$ cat config.mk
export PLATFORM = sky130hd
export DESIGN_NAME = mac_seq_ctrl
export DESIGN_NICKNAME = d
export VERILOG_FILES = /design/src/rtl/mac_seq_pkg.sv /design/src/rtl/mac_seq_ctrl.sv
export SDC_FILE = /design/constraint.sdc
export NUM_CORES = 1
export LEC_CHECK = 0
export BUFFER_PORTS_ARGS = -buffer_cell sky130_fd_sc_hd__buf_4
export CAP_MARGIN = 15
export CORE_MARGIN = 2
export CORE_UTILIZATION = 45
export CTS_CLUSTER_SIZE = 20
export DETAILED_ROUTE_END_ITERATION = 10
export GPL_TIMING_DRIVEN = 0
export PLACE_DENSITY = 0.78
export SLEW_MARGIN = 30
export SYNTH_ARGS = -nofsm -noshare
export SYNTH_HDL_FRONTEND = slang
export SYNTH_SLANG_ARGS = --single-unit
export TNS_END_PERCENT = 1
$ cat constraint.sdc
create_clock -name clk -period 2.1 [get_ports clk]
set_input_delay 0.105 -clock clk [delete_from_list [all_inputs] [get_ports clk]]
set_output_delay 0.105 -clock clk [all_outputs]
set_load 0.005 [all_outputs]
$ cat src/rtl/mac_seq_pkg.sv
// Shared types and default widths for the MAC sequencer.
package mac_seq_pkg;

  localparam int MAC_DATA_W = 8;
  localparam int MAC_ACC_W  = 32;
  localparam int MAC_LEN_W  = 16;

  typedef enum logic [2:0] {
    IDLE,
    CLEAR,
    ACCUM,
    DRAIN,
    DONE
  } mac_seq_state_e;

endpackage

$ cat src/rtl/mac_seq_ctrl.sv
// Sequencer for a sibling signed MAC: clears it, streams a job's operand
// pairs into it and returns the final accumulator as the dot-product.
// Optional build macro MAC_SEQ_CTRL_PERF_EN adds stall_cnt and job_done.
//
// state | meaning
// IDLE  | waiting for start; all outputs quiet
// CLEAR | one cycle of mac_clear before any accumulation
// ACCUM | accepting operand pairs until the job count is exhausted
// DRAIN | last product lands in the MAC; result captured at the edge
// DONE  | result presented until the consumer takes it
module mac_seq_ctrl
  import mac_seq_pkg::*;
#(
  parameter int DATA_W = MAC_DATA_W,
  parameter int ACC_W  = MAC_ACC_W,
  parameter int LEN_W  = MAC_LEN_W
) (
  input  logic              clk,
  input  logic              rst,
  input  logic              start,
  input  logic [LEN_W-1:0]  len,
  output logic              busy,
  input  logic              in_valid,
  output logic              in_ready,
  input  logic [DATA_W-1:0] in_a,
  input  logic [DATA_W-1:0] in_b,
  output logic              mac_en,
  output logic              mac_clear,
  output logic [DATA_W-1:0] mac_a,
  output logic [DATA_W-1:0] mac_b,
  input  logic [ACC_W-1:0]  mac_acc,
  output logic              out_valid,
  input  logic              out_ready,
  output logic [ACC_W-1:0]  out_data
`ifdef MAC_SEQ_CTRL_PERF_EN
  ,
  output logic [LEN_W-1:0]  stall_cnt,
  output logic              job_done
`endif
);

  mac_seq_state_e state_q, state_d;
  logic [LEN_W-1:0] remaining_q, remaining_d;
  logic             out_valid_q, out_valid_d;
  logic [ACC_W-1:0] out_data_q, out_data_d;

  // Next-state, job counter, result capture and combinational outputs.
  always_comb begin
    state_d     = state_q;
    remaining_d = remaining_q;
    out_valid_d = out_valid_q;
    out_data_d  = out_data_q;
    busy        = 1'b1;
    in_ready    = 1'b0;
    mac_en      = 1'b0;
    mac_clear   = 1'b0;
    mac_a       = '0;
    mac_b       = '0;
    unique case (state_q)
      IDLE: begin
        busy = 1'b0;
        if (start) begin
          remaining_d = len;
          state_d     = CLEAR;
        end
      end
      CLEAR: begin
        mac_clear = 1'b1;
        state_d   = (remaining_q != '0) ? ACCUM : DRAIN;
      end
      ACCUM: begin
        in_ready = 1'b1;
        mac_en   = in_valid;
        mac_a    = in_a;
        mac_b    = in_b;
        if (in_valid) begin
          remaining_d = remaining_q - LEN_W'(1);
          if (remaining_q == LEN_W'(1)) state_d = DRAIN;
        end
      end
      DRAIN: begin
        out_data_d  = mac_acc;
        out_valid_d = 1'b1;
        state_d     = DONE;
      end
      DONE: begin
        if (out_ready) begin
          out_valid_d = 1'b0;
          state_d     = IDLE;
        end
      end
      default: begin
        state_d = IDLE;
      end
    endcase
  end

  // Control and result registers.
  always_ff @(posedge clk or posedge rst) begin
    if (rst) begin
      state_q     <= IDLE;
      remaining_q <= '0;
      out_valid_q <= 1'b0;
      out_data_q  <= '0;
    end else begin
      state_q     <= state_d;
      remaining_q <= remaining_d;
      out_valid_q <= out_valid_d;
      out_data_q  <= out_data_d;
    end
  end

  assign out_valid = out_valid_q;
  assign out_data  = out_data_q;

`ifdef MAC_SEQ_CTRL_PERF_EN
  logic [LEN_W-1:0] stall_cnt_q, stall_cnt_d;
  logic             job_done_q, job_done_d;

  // Stall counter restarts with each job and saturates; done pulse marks the result hand-off.
  always_comb begin
    stall_cnt_d = stall_cnt_q;
    if (state_q == IDLE && start) begin
      stall_cnt_d = '0;
    end else if (state_q == ACCUM && !in_valid && stall_cnt_q != '1) begin
      stall_cnt_d = stall_cnt_q + LEN_W'(1);
    end
    job_done_d = (state_q == DONE) && out_ready;
  end

  // Performance registers.
  always_ff @(posedge clk or posedge rst) begin
    if (rst) begin
      stall_cnt_q <= '0;
      job_done_q  <= 1'b0;
    end else begin
      stall_cnt_q <= stall_cnt_d;
      job_done_q  <= job_done_d;
    end
  end

  assign stall_cnt = stall_cnt_q;
  assign job_done  = job_done_q;
`endif

endmodule

; Word level (Yosys, flattened, before mapping)
; Index checks and enable logic that the tools add are counted.
; Widths: inputs -> output; s select.
[totals]
elab_cells = 38
in_bits = 69
output_inout_bits = 53
reg_bits = 52
[classes]
muxes = 17
addsub = 1
reduce_logical = 7
n_eq_ne = 9
[op_table]
columns = operator, n
row1 = $mux 16, 2
row2 = $pmux 16 s2, 1
row3 = $eq 16x1->1 const B, 1
row4 = $mux 8, 2
row5 = $reduce_bool 16->1, 1
row6 = $sub 16x1->16 const B, 1
row7 = $pmux 3 s5, 1
row8 = $mux 3, 4
row9 = $ne 2x2->1 const B, 4
row10 = $eq 3x2->1 const B, 2
row11 = $mux 1, 6
row12 = $reduce_and 4->1, 1
row13 = $reduce_bool 2->1, 2
row14 = $eq 3x1->1 const B, 1
row15 = $eq 3x3->1 const B, 1
row16 = $logic_not 3->1, 1
row17 = $reduce_and 3->1, 1
row18 = $pmux 1 s2, 1
row19 = $reduce_and 2->1, 1

; Longest topological paths before layout
[logic_depth]
word_depth = 4
depth_mapped = 9

; Worst setup path before layout
; No wires, ideal clock.
[synth_timing]
kind = register -> register
start = register remaining_q[0]
end = register state_q[0]
path_stages_with_launch = 7
t_required_ps = 1989
setup_ps = 111
t_arrival_ps = 1652
path_slack_ps = 337
period_less_slack_ps = 1763
path_cell_list = dfrtp_1 -> inv_1 -> ha_1 -> nor3b_2 -> nand3_2 -> o21a_1 -> a2111oi_2
[synth_between]
elab_chain_len = 3
elab_cells_between_ends = 6
cone_classes = 2 x eq/ne / 2 x mux / 2 x reduce/logical
[synth_rtl]
columns = item, line_no
row1 = "start, declared", mac_seq_ctrl.sv:43  ; logic [LEN_W-1:0] remaining_q, remaining_d;
row2 = "start signal, assigned", mac_seq_ctrl.sv:107  ; remaining_q <= remaining_d;
row3 = $eq 16x1->1 / $reduce_bool 16->1 (equally long branches), "mac_seq_ctrl.sv:78, mac_seq_ctrl.sv:69"
row4 = $ne 2x2->1 (no source line) / $mux 1 (equally long branches), --
row5 = $reduce_and 4->1 (no source line) / $pmux 3 s5 (equally long branches), --
row6 = "end signal, assigned", mac_seq_ctrl.sv:106  ; state_q <= state_d;
row7 = "end, declared", mac_seq_ctrl.sv:42  ; mac_seq_state_e state_q, state_d;
; Parallel ways exist; a longest one is shown, timed or not.
; A chain may end at the register's enable or synchronous reset.

; Final worst setup path
[layout_timing]
start = register state_q[0]
end = output port mac_a[0]
[layout_between]
elab_chain_len = 2
[layout_rtl]
columns = item, line_no
row1 = $eq 3x2->1, mac_seq_ctrl.sv:59  ; unique case (state_q)
row2 = $mux 8, mac_seq_ctrl.sv:59
row3 = "end, declared", mac_seq_ctrl.sv:29  ; output logic [DATA_W-1:0] mac_a,
; Every way passes these cells.

==> flow_metrics.tcl <==
set metrics [dict create \
    cts_made_buffers 5 \
    io_buffer_count 121 \
    area_growth_pct 45.59 \
    final_cells 436 \
    dp.cells 428 \
    synth_seq_area_share_pct 50.44 \
    total_power_mw 5.302 \
    ys_async_sr_fraction_pct 100.0 \
    antennaDiodeCount 0 \
    initial_core_util_pct 46.85 \
    dieArea_um2 6355 \
    setup_viol 0 \
    antenna_found_initial 0 \
    outcome "complete, no violations" \
    ys_warn_count 0 \
    avgViaCountPerCell 5.399 \
    place_ws_ps 23.70 \
    fin_area_um2 3756 \
    insertion_delay_ps 310 \
    final_core_util_pct 68.21 \
    grt_use_total_pct 21.94 \
    crit_chain "buf_2 -> or3b_1 -> buf_2 -> inv_2 -> buf_2 -> and2_1 -> buf_4" \
    path_delay_family "buffers and inverters" \
    skew_ps 5.672 \
    first_pass_iters 4 \
    grt_max_degree 53 \
    worstPathArrival_ps 1920 \
    cts_tree "built" \
    critPathBufInv 5 \
    maxCapViolCount 0 \
    p_leak_nw 1.742 \
    max_freq_mhz 494.0 \
    synth.distinct_cells 43 \
    netlist_instances 234 \
    period_share_pct 96.40 \
    core-area_um2 5507 \
    placed_area_um2 3608 \
    grt.overflow.total 0 \
    hp-class "in2reg" \
    rsz0062_at_grt "true" \
    cts_root_buf "clkbuf_8" \
    final_hold_viol_count 0 \
    slew_headroom_pct 53.47 \
    syn_area_um2 2580 \
    totalNegativeSetupSlack_ps 0 \
    gp_congestion 0.8087 \
    cellPowerDensity_nw_per_um2 1412 \
    layout-drive-gt1-share_pct 51.92 \
    synth_ff_type "dfrtp_1" \
    clk_pin_slew_worst_paths_ps 100 \
    ys_seq_elements 52 \
    whs_ps 23.12 \
    vias 2354 \
    synth_largest_area_cell "dfrtp_1" \
    timing.critical_path.to_type "output port" \
    avgSynthCellArea_um2 11.03 \
    rows 27 \
    synth.top_cell.area_share_pct 50.44 \
    required_ps 2000 \
    die_w_um 79.72 \
    critPathMaxFanout 10 \
    clock-sinks 52 \
    io_pins 122 \
    startpoint_type "flip-flop" \
    cts_buffer_depth 2 \
    synth_fp_nets 305 \
    finalWorstSetupSlack_ps 75.69 \
    crit_type "reg2out" \
    grt_pass1_vias 2422 \
    crit_top_cell "buf_2" \
    die_h_um 79.72 \
    first_iter_violations 108 \
    synth-edff-count 0 \
    cts_setup_buffers 0 \
    wirelength_um 6614 \
    nFillCells 440 \
    tightest_slew_ps 691.5 \
    yosys-top-cells-area "dfrtp_1, mux2_2, and2_1" \
    cts.htree.levels 2 \
    grt_first_pass_wirelength_um 10850 \
    fin_crit_ps 2024 \
    dpl.hpwl_um 5017 \
    slowest_stage "or3b_1" \
    wire_per_inst_um 15.17 \
    peakVddDrop_mv 0.6439 \
    cpPeakStageDelay_ps 380 \
    antenna_left 0 \
    drv_slew 0 \
    drcViolationCount 0 \
    nets 434 \
]
sequential cells by signal, summed over array words and instances (netlist names):
name	cells
state_q	3
out_data	32
remaining_q	16
out_valid	1
power by group:
part / switching (mW) / internal, mW / leakage [nW]
clock: 0.334 / 0.390 / 0.0614
sequential: 0.396 / 1.51 / 0.606
combinational: 1.16 / 1.51 / 1.07
total: 1.89 / 3.41 / 1.74
cell usage in the layout, fill, tap and decap left out, types with 3 or more instances in the layout:
master	Yosys	routed
o21ai_0	11	11
inv_1	5	4
a2bb2oi_1	8	8
buf_4	2	123
o22ai_1	8	8
nand2_1	11	11
mux2_2	32	32
and2_1	17	17
dfrtp_1	52	50
nor3_1	5	4
a22oi_1	4	4
a21oi_1	14	14
clkbuf_8	0	6
nand3_1	5	5
nor2_1	12	12
nand4_1	3	3
nor4_1	4	4
buf_2	7	7
path summary, 6_finish.rpt:
check | depth (start not counted) | start | end | slack, ps
hold reg to reg | 1 | out_data[8] | out_data[8] | 510
setup reg to reg | 8 | state_q[0] | remaining_q[5] | 130
setup / recovery | 7 | state_q[0] | mac_a[0] | 80
max in group asynchronous | 4 | rst | remaining_q[0] | 1460
min in group asynchronous | 4 | rst | out_data[2] | 400
hold / removal | 2 | mac_acc[24] | out_data[24] | 20
cell type report:
type | count | area (um^2) | share of cell area (%)
inverters | 6 | 25.02 | 0.6662
clock inverters | 2 | 38.79 | 1.033
flip-flops and latches | 52 | 1304 | 34.71
plain buffers | 15 | 90.09 | 2.398
repair buffers | 123 | 945.9 | 25.18
well taps | 72 | 90.09 | 2.398
clock buffers | 6 | 82.58 | 2.199
multi-input cells | 160 | 1180 | 31.41
logic make-up (layout without fill, tap and decap cells):
kind of cell	Yosys count	after routing	synth area share [%]
multiplexers	33	33	14.36
AND/OR/NAND/NOR	72	72	16.34
adder cells (fa/ha/maj)	2	2	0.9698
AO/OA/AOI/OAI	53	53	13.39
flip-flops	52	52	50.44
buffers and inverters	22	152	4.510
synthesized netlist by cell type (2+ instances only):
| master | instances |
|---|---|
| buf_6 | 2 |
| nor3_1 | 5 |
| or3_1 | 2 |
| buf_4 | 2 |
| buf_2 | 7 |
| nor2_1 | 12 |
| nor4_1 | 4 |
| a2bb2oi_1 | 8 |
| a21oi_1 | 14 |
| dfrtp_1 | 52 |
| inv_1 | 5 |
| and2_1 | 17 |
| ha_1 | 2 |
| a22oi_1 | 4 |
| mux2_2 | 32 |
| nand3_1 | 5 |
| nand4_1 | 3 |
| nand2_1 | 11 |
| o22ai_1 | 8 |
| o21ai_0 | 11 |
| clkbuf_1 | 3 |
| o2bb2ai_1 | 2 |
| nand2b_1 | 2 |
| clkbuf_2 | 2 |
worst reg2reg max path, cell delays in order, from the launching register on:
cell and delay, ps:
dfrtp_1 360, buf_2 160, or3b_1 380, buf_2 190, inv_2 90, buf_6 170
nand2_1 80, o32ai_1 290, a21oi_1 110
layer usage:
metal | GRT usage, % | wire length (um) | vias up
met1 | 24.91 | 2658 | 1116
met4 | 7.586 | 92 | 0
li1 | - | - | 1111
met5 | 0 | 0 | -
met2 | 39.33 | 3306 | 114
met3 | 6.109 | 557 | 13
timing repair:
item	4_1_cts	5_1_grt
gates resized for setup	1	7
gates cloned	0	0
pin swaps	0	0
hold endpoints to repair	52	0
setup endpoints to repair	16	28
hold buffers	1	0
Power figures use the tool's default switching activity.
